==> config.mk <==
export PLATFORM = sky130hd
export DESIGN_NAME = operand_fetch
export DESIGN_NICKNAME = d
export VERILOG_FILES = /design/src/rtl/operand_fetch.sv
export SDC_FILE = /design/constraint.sdc
export NUM_CORES = 1
export LEC_CHECK = 0
export CAP_MARGIN = 40
export CORE_MARGIN = 3
export CORE_UTILIZATION = 45
export DETAILED_ROUTE_END_ITERATION = 7
export GPL_TIMING_DRIVEN = 0
export PLACE_DENSITY = 0.81
export SYNTH_ARGS = -nofsm -noshare
export SYNTH_HDL_FRONTEND = slang
export SYNTH_SLANG_ARGS = --single-unit
==> constraint.sdc <==
create_clock -name clk -period 4.1 [get_ports clk]
set_input_delay 1.025 -clock clk [delete_from_list [all_inputs] [get_ports clk]]
set_output_delay 1.025 -clock clk [all_outputs]
set_load 0.005 [all_outputs]
==> src/rtl/operand_fetch.sv <==
// Operand fetch stage: drives the register-file read ports, bypasses same-cycle
// writeback, interlocks on a pending-write scoreboard and registers the result for execute.
module operand_fetch #(
  parameter int OP_W = 6,
  parameter int NREG = 32
) (
  input  logic            clk,
  input  logic            rst_n,
  input  logic            id_valid,
  output logic            id_ready,
  input  logic [OP_W-1:0] id_op,
  input  logic [4:0]      id_rs0,
  input  logic [4:0]      id_rs1,
  input  logic            id_use0,
  input  logic            id_use1,
  input  logic [4:0]      id_rd,
  input  logic            id_wr,
  input  logic [31:0]     id_imm,
  output logic [4:0]      rf_raddr0,
  output logic [4:0]      rf_raddr1,
  input  logic [31:0]     rf_rdata0,
  input  logic [31:0]     rf_rdata1,
  input  logic            wb_we,
  input  logic [4:0]      wb_addr,
  input  logic [31:0]     wb_data,
  input  logic            flush,
  output logic            ex_valid,
  input  logic            ex_ready,
  output logic [OP_W-1:0] ex_op,
  output logic [31:0]     ex_a,
  output logic [31:0]     ex_b,
  output logic [31:0]     ex_imm,
  output logic [4:0]      ex_rd,
  output logic            ex_wr
);

  logic [NREG-1:0] pend_q, pend_d;
  logic            ex_valid_q, ex_valid_d;
  logic [OP_W-1:0] ex_op_q, ex_op_d;
  logic [31:0]     ex_a_q, ex_a_d;
  logic [31:0]     ex_b_q, ex_b_d;
  logic [31:0]     ex_imm_q, ex_imm_d;
  logic [4:0]      ex_rd_q, ex_rd_d;
  logic            ex_wr_q, ex_wr_d;

  logic        wb_hit0, wb_hit1, wb_hitd;
  logic [31:0] opa, opb;
  logic        hazard, space, accept;

  assign rf_raddr0 = id_rs0;
  assign rf_raddr1 = id_rs1;

  // A writeback retiring this cycle both feeds the operand and releases the interlock.
  always_comb begin
    wb_hit0 = wb_we && (wb_addr == id_rs0);
    wb_hit1 = wb_we && (wb_addr == id_rs1);
    wb_hitd = wb_we && (wb_addr == id_rd);
    opa     = wb_hit0 ? wb_data : rf_rdata0;
    opb     = wb_hit1 ? wb_data : rf_rdata1;
    hazard  = (id_use0 && pend_q[id_rs0] && !wb_hit0) ||
              (id_use1 && pend_q[id_rs1] && !wb_hit1) ||
              (id_wr   && pend_q[id_rd]  && !wb_hitd);
    space    = !ex_valid_q || ex_ready;
    id_ready = space && !hazard && !flush;
    accept   = id_valid && id_ready;
  end

  always_comb begin
    ex_valid_d = ex_valid_q;
    ex_op_d    = ex_op_q;
    ex_a_d     = ex_a_q;
    ex_b_d     = ex_b_q;
    ex_imm_d   = ex_imm_q;
    ex_rd_d    = ex_rd_q;
    ex_wr_d    = ex_wr_q;
    if (flush) begin
      ex_valid_d = 1'b0;
    end else if (accept) begin
      ex_valid_d = 1'b1;
      ex_op_d    = id_op;
      ex_a_d     = opa;
      ex_b_d     = opb;
      ex_imm_d   = id_imm;
      ex_rd_d    = id_rd;
      ex_wr_d    = id_wr;
    end else if (ex_valid_q && ex_ready) begin
      ex_valid_d = 1'b0;
    end else begin
      ex_valid_d = ex_valid_q;
    end
  end

  // Order matters: set beats writeback clear, and a flushed write beats everything.
  always_comb begin
    pend_d = pend_q;
    if (wb_we) begin
      pend_d[wb_addr] = 1'b0;
    end else begin
      pend_d = pend_q;
    end
    if (accept && id_wr) begin
      pend_d[id_rd] = 1'b1;
    end else begin
      pend_d = pend_d;
    end
    if (flush && ex_valid_q && ex_wr_q) begin
      pend_d[ex_rd_q] = 1'b0;
    end else begin
      pend_d = pend_d;
    end
  end

  always_ff @(posedge clk) begin
    if (!rst_n) begin
      pend_q     <= {NREG{1'b0}};
      ex_valid_q <= 1'b0;
      ex_op_q    <= {OP_W{1'b0}};
      ex_a_q     <= 32'h0000_0000;
      ex_b_q     <= 32'h0000_0000;
      ex_imm_q   <= 32'h0000_0000;
      ex_rd_q    <= 5'd0;
      ex_wr_q    <= 1'b0;
    end else begin
      pend_q     <= pend_d;
      ex_valid_q <= ex_valid_d;
      ex_op_q    <= ex_op_d;
      ex_a_q     <= ex_a_d;
      ex_b_q     <= ex_b_d;
      ex_imm_q   <= ex_imm_d;
      ex_rd_q    <= ex_rd_d;
      ex_wr_q    <= ex_wr_d;
    end
  end

  assign ex_valid = ex_valid_q;
  assign ex_op    = ex_op_q;
  assign ex_a     = ex_a_q;
  assign ex_b     = ex_b_q;
  assign ex_imm   = ex_imm_q;
  assign ex_rd    = ex_rd_q;
  assign ex_wr    = ex_wr_q;

endmodule

==> results of run 1 <==
cell type report:
class	count	share of cell area [%]
multi-input cells	639	38.9
clock buffers	22	3.92
well taps	220	2.38
repair buffers	285	24.2
plain buffers	101	4.81
flip-flops and latches	141	24.4
inverters	4	0.130
clock inverters	10	1.33
timing repair:
item                       CTS  global route
cloned                       1             0
resized for setup           41            13
buffers inserted             7             2
setup endpoints to repair    1             1
hold buffers                 0             0
pin swaps                    5             5
critical path, stage by stage:
cell and delay [ns]:
buf_8 0.10, buf_6 0.11, buf_4 0.14, buf_4 0.13, mux2_2 0.26, a221oi_1 0.34
a211oi_2 0.09, o311ai_4 0.34, buf_6 0.16, nand2_4 0.05, nor4_4 0.22, buf_2 0.17
cells by family (layout without fill, tap and decap cells):
logic type	after synthesis	count (layout)	synth area share, %
buffers and inverters	107	422	6.78
muxes	112	112	17.2
DFF	141	141	36.3
xor gates and xnor gates	15	15	1.69
AOI/OAI and AO/OA	278	278	23.2
and+or+nand+nor	234	234	14.9
per-layer routing:
metal	track usage (%)	routed length [um]	up-vias
li1	-	-	3970
met1	37.7	11600	4032
met2	48.6	14000	535
met3	6.32	2910	101
met4	14.9	1460	0
met5	0	0	-
through the flow:
stage / hold WS [ns] / setup WS (ns) / util (%)
6_report: 0.453 / -0.0628 / 69.1
5_1_grt: 0.474 / -0.191 / 69.1
4_1_cts: 0.457 / 0.0104 / 68.9
3_5_place_dp: 0.447 / -1.67 / 64.5
3_3_place_gp: 0.440 / -1.63 / 64.5
2_1_floorplan: 0.451 / 0.0898 / -
sequential cells by signal, indices dropped and copies added (netlist names):
name      count
ex_a         32
ex_b         32
ex_imm       32
ex_op         6
ex_rd         5
ex_valid      1
ex_wr         1
pend_q       32
worst paths after layout:
path,cells after the start,slack (ns),end
setup / recovery,12,-0.06,id_ready
hold reg to reg,2,0.45,ex_imm[29]$_SDFFE_PN0P_
hold / removal,2,0.45,ex_imm[29]$_SDFFE_PN0P_
setup reg to reg,9,1.29,ex_a[26]$_SDFFE_PN0P_
cell usage in the layout (no fill, tap or decap), types with 16 or more instances in the layout:
| master | Yosys | final |
|---|---|---|
| a311oi_1 | 33 | 33 |
| clkbuf_16 | 0 | 17 |
| nand2_1 | 104 | 102 |
| o22ai_1 | 35 | 35 |
| buf_4 | 19 | 29 |
| mux2i_1 | 84 | 84 |
| clkbuf_1 | 52 | 49 |
| nand3_1 | 41 | 41 |
| clkdlybuf4s50_1 | 0 | 267 |
| buf_2 | 26 | 25 |
| or3_1 | 37 | 37 |
| o21ai_0 | 100 | 100 |
| dfxtp_1 | 141 | 141 |
| mux4_2 | 16 | 16 |
| a211oi_1 | 32 | 31 |
| a31oi_1 | 64 | 64 |
power by group:
part           switching [mW]  total (mW)  internal [mW]
sequential             0.0393        1.47           1.44
clock                   0.635        1.62          0.988
combinational           0.361       0.769          0.407
==> results.py, run 1 <==
metrics = {
    "final_layout": {
        "multiInputGateArea_sq_um": 4500,
        "ff_latch_area_sq_um": 2820,
        "fillCellCount": 1364,
        "fin_area_sq_um": 11600,
        "area_growth_pct": 48.8,
        "diodes": 0,
        "drive_gt1_share_pct": 11.7,
        "finalNetCount": 1352,
        "fin_cells": 1422,
    },
    "logic_synthesis": {
        "synth.yosys.warnings": 0,
        "syn_area_per_cell_sq_um": 8.78,
        "syn_area_sq_um": 7790,
        "ys_ff_latch": 141,
        "synth_commonest_cells": "dfxtp_1, nand2_1, o21ai_0",
        "syn_nets": 1050,
        "synthArstFlopShare_pct": 0,
        "yosysMostFrequentCell": "dfxtp_1",
        "yosysTopAreaCell": "dfxtp_1",
        "synth_edf_count": 0,
        "synth_cell_types": 48,
        "synth_top_area_share_pct": 36.3,
        "synth.area.top_cells": "dfxtp_1, mux2i_1, o21ai_0, a31oi_1, nand2_1",
        "netlist_instances": 887,
        "ys.flop_type": "dfxtp_1",
        "seq_area_frac_synth_pct": 36.3,
    },
    "drt": {
        "firstDrtPassIters": 8,
        "first_iter_violations": 791,
        "routedWlPerCell_um": 21.1,
        "via_per_inst": 6.07,
        "drc": 0,
        "routed-via-count": 8638,
        "detail_route.wirelength_mm": 29.9,
        "antenna_left": 0,
    },
    "power": {
        "powerDensity_nw_per_um2": 334,
        "totalPowerFinal_mw": 3.87,
        "max-vdd-ir-drop_v": 0.000280,
        "p_leak_nw": 4.17,
    },
    "worst_setup_path": {
        "worstPathRequired_ns": 3.07,
        "path_class": "primary input to output port",
        "r2r_start": "pend_q[9]$_SDFF_PN0_",
        "crit_path_start_kind": "primary input",
        "worst-path-max-fanout": 3,
        "startpoint": "id_rd[1]",
        "critPathArrivalTime_ns": 3.14,
        "setup.worst_path.end_class": "output port",
    },
    "clocking": {
        "cts_tree": "done",
        "cts.sinks": 141,
        "h-tree-depth": 4,
        "cts-buffers-inserted": 17,
        "clkTransAtPathRegs_ns": 0.06,
        "clock_latency_ns": 0.42,
        "clk_path_buf_depth": 2,
        "clockRootBuffer": "clkbuf_16",
    },
    "floorplanning": {
        "row_count": 47,
        "core_sq_um": 16800,
        "die_area_sq_um": 18900,
        "io_pins": 283,
        "start_util_pct": 46.5,
        "dieHeight_um": 138,
        "fp.dieW_um": 138,
    },
    "global_route": {
        "grt-ovfl-total": 0,
        "grt_max_degree": 19,
        "grt_use_total_pct": 29.9,
        "grt_pass1_wl_mm": 44.4,
        "grt_pass1_vias": 8039,
        "antenna_found_initial": 0,
    },
    "sta": {
        "timing.fmax_ghz": 0.240,
        "tightest_slew_ns": 0.794,
        "slew_headroom_pct": 47.1,
        "rsz0062_at_grt": "yes",
        "setup_viol": 1,
        "fin_crit_sh_pct": 102,
        "finalMaxSlewViolations": 0,
        "hold_viol": 0,
        "min_period_ns": 4.16,
        "fin_ws_ns": -0.0628,
        "tns_ns": -0.0628,
        "fin_skew_ns": 0.0103,
    },
    "run_status": {
        "violations": "setup timing",
        "status": "finished, violations left",
    },
    "place": {
        "dpl.hpwl_mm": 22.4,
        "dpl.cell_count": 1382,
        "port_buffers": 274,
        "placed_cell_area_sq_um": 10800,
        "globalplace.congestion": 0.929,
    },
    "worst_hold_path": {
        "hp-class": "flip-flop to flip-flop",
        "min_from": "ex_imm[29]$_SDFFE_PN0P_",
    },
    "run": {
        "drv_cap": 0,
    },
}
Power figures use the tool's default switching activity.
==> inputs of run 2 (changes only) <==
TNS_END_PERCENT = 100   (was not set)
==> results of run 2 <==
No change in the layout: final DEF, timing and power equal those of run 1.
==> inputs of run 3 (changes only) <==
ABC_AREA = 1   (was not set)
==> run 3 against run 2 <==
  * The flow now finishes without violations
  * Clock-buffer cell count unchanged
  * Synthesized cell count increased by 36%
  * Total power increased by 3.1%
  * Wire length increased by 4.5%
  * Register-to-register slack improved by 0.36 ns
  * Die area decreased by 3.4%
  * Combinational power decreased by 2%
  * Clock skew increased by 0.0024 ns
  * Cell count increased by 21%
  * Setup slack improved by 0.13 ns
  * Utilization increased by 0.29 points
  * Sequential cell count unchanged
==> results.py, run 3 <==
metrics = {
    "run_status": {
        "status": "finished clean",
    },
    "clocking": {
        "clockRootBuffer": "clkbuf_16",
        "clock_latency_ns": 0.42,
        "postCtsHoldBufs": 0,
        "h-tree-depth": 4,
        "clkTransAtPathRegs_ns": 0.06,
        "cts_tree": "done",
        "cts-buffers-inserted": 17,
        "clk_path_buf_depth": 2,
        "cts.sinks": 141,
    },
    "logic_synthesis": {
        "synth_cell_types": 22,
        "syn_area_sq_um": 7510,
        "netlist_instances": 1205,
        "synth_commonest_cells": "nor2_1, o21ai_0, nand2_1",
        "synth_top_area_share_pct": 37.6,
        "yosysTopAreaCell": "dfxtp_1",
        "seq_area_frac_synth_pct": 37.6,
        "ys.flop_type": "dfxtp_1",
        "ys_ff_latch": 141,
        "synth.area.top_cells": "dfxtp_1, o21ai_0, nor2_1, nand2_1, nand3_1",
        "synth.yosys.warnings": 0,
        "syn_nets": 1368,
        "syn_area_per_cell_sq_um": 6.23,
        "synthArstFlopShare_pct": 0,
        "yosysMostFrequentCell": "nor2_1",
        "synth_edf_count": 0,
    },
    "sta": {
        "timing.fmax_ghz": 0.248,
        "finalMaxSlewViolations": 0,
        "tightest_slew_ns": 0.597,
        "fin_skew_ns": 0.0128,
        "fin_crit_sh_pct": 98.4,
        "timing.hold.ws_ns": 0.489,
        "rsz0062_at_grt": "no",
        "min_period_ns": 4.03,
        "slew_headroom_pct": 60.2,
        "hold_viol": 0,
        "fin_ws_ns": 0.0664,
        "setup_viol": 0,
    },
    "drt": {
        "via_per_inst": 5.37,
        "firstDrtPassIters": 6,
        "drc": 0,
        "antenna_left": 0,
        "first_iter_violations": 839,
        "detail_route.wirelength_mm": 31.3,
        "routedWlPerCell_um": 18.1,
        "routed-via-count": 9261,
    },
    "global_route": {
        "grt_max_degree": 17,
        "grt_pass1_vias": 8913,
        "grt_pass1_wl_mm": 47.8,
        "grt-ovfl-total": 0,
        "antenna_found_initial": 0,
        "grt_use_total_pct": 33.7,
    },
    "power": {
        "powerDensity_nw_per_um2": 357,
        "seqPwrFrac_pct": 37.5,
        "p_sw_share_pct": 25.5,
        "max-vdd-ir-drop_v": 0.000333,
        "p_comb_share_pct": 18.8,
        "totalPowerFinal_mw": 3.99,
        "internal_power_mw": 2.97,
        "pwr-share-clk_pct": 43.7,
        "p_leak_nw": 4.89,
        "switchingPower_mw": 1.01,
    },
    "worst_setup_path": {
        "path_class": "primary input to output port",
        "worstPathRequired_ns": 3.07,
        "startpoint": "id_rd[4]",
        "crit_path_start_kind": "primary input",
        "reg2regPathDepth": 13,
        "critPathArrivalTime_ns": 3.01,
        "setup.worst_path.end_class": "output port",
        "r2r_slack_ns": 1.65,
        "r2r_start": "pend_q[8]$_SDFF_PN0_",
        "worst-path-max-fanout": 7,
    },
    "worst_hold_path": {
        "hp-class": "flip-flop to flip-flop",
        "min_from": "ex_wr$_SDFFE_PN0P_",
        "min_path_cells": 2,
    },
    "floorplanning": {
        "core_sq_um": 16100,
        "start_util_pct": 46.6,
        "die_area_sq_um": 18300,
        "io_pins": 283,
        "fp.dieW_um": 135,
        "row_count": 46,
        "dieHeight_um": 135,
    },
    "place": {
        "globalplace.congestion": 0.997,
        "dpl.cell_count": 1693,
        "dp_slack_ns": -0.358,
        "dpl.hpwl_mm": 24.0,
        "port_buffers": 272,
    },
    "final_layout": {
        "final_common_cell": "nor2_1",
        "finalNetCount": 1660,
        "diodes": 0,
        "fin_cells": 1726,
        "fillCellCount": 1402,
        "drive_gt1_share_pct": 5.76,
        "area_growth_pct": 49.0,
        "final_cell_mix": "nor2_1, clkdlybuf4s50_1, o21ai_0, nand2_1, dfxtp_1",
    },
    "run": {
        "drv_cap": 0,
    },
}
run 3: changes by cell type after synthesis, moves of 27 or more:
cell      before  now
nand2_1      104  200
or3_1         37    0
a211oi_1      32    0
nor2_1         9  263
a21oi_1        0   40
inv_1          3   91
a31oi_1       64    0
o21ai_0      100  219
a311oi_1      33    0
o22ai_1       35    8
nand3_1       41   95
mux2i_1       84    0
run 3: area by class of cell:
cell class | instances | area [sq um] | area share (%)
plain buffers | 87 | 419 | 3.75
clock buffers | 22 | 484 | 4.33
clock inverters | 10 | 181 | 1.62
inverters | 93 | 349 | 3.12
multi-input cells | 884 | 3930 | 35.2
flip-flops and latches | 141 | 2820 | 25.2
well taps | 216 | 270 | 2.42
repair buffers | 273 | 2720 | 24.3
run 3: worst paths after layout:
kind,endpoint
worst max-delay path,id_ready
worst min-delay path,ex_wr$_SDFFE_PN0P_
worst max register to register,ex_b[3]$_SDFFE_PN0P_
worst min register to register,ex_wr$_SDFFE_PN0P_
run 3: repair_timing:
item                       in CTS  in global routing
buffers inserted                0                  1
resized for setup              18                  6
setup endpoints to repair       1                  1
run 3: cell families after synthesis:
family	share of synthesized area (%)
buffers and inverters	10.1
AOI/OAI and AO/OA	21.6
and+or+nand+nor	30.5
DFF	37.6
xor gates and xnor gates	0.233
run 3: critical path: stages:
cell and delay (ns):
dlygate4sd2_1 0.48, inv_1 0.19, nor3_1 0.34, nand2_1 0.09, nand2_1 0.07, nor2_1 0.04
nand2_1 0.07, a21oi_2 0.06, nand3_2 0.11, inv_2 0.05, clkdlybuf4s50_1 0.48
run 3: layer usage:
layer	vias up	part of all wire, %	track usage, %	wire (um)
li1	4498	-	-	-
met1	4156	38	39.9	11800
met2	522	46	54.3	14500
met3	85	12	13.3	3740
met4	0	4.1	14.3	1290
met5	-	0	0	0
run 3: power by group through the flow:
stage / combinational (mW) / sequential (mW) / clock [mW]
global placement: 0.737 / 1.52 / 0
global route: 0.815 / 1.50 / 1.82
CTS: 0.745 / 1.49 / 1.76
detailed placement: 0.740 / 1.52 / 0
finish: 0.750 / 1.50 / 1.74
floorplan: 0.288 / 1.52 / 0
run 3: per-stage QoR:
step / util [%] / TNS (ns) / instance area (sq um)
2_1_floorplan: - / 0 / 7510
3_3_place_gp: 65.1 / -0.330 / 10500
3_5_place_dp: 65.1 / -0.358 / 10500
4_1_cts: 69.3 / 0 / 11200
5_1_grt: 69.4 / 0 / 11200
6_report: 69.4 / 0 / 11200
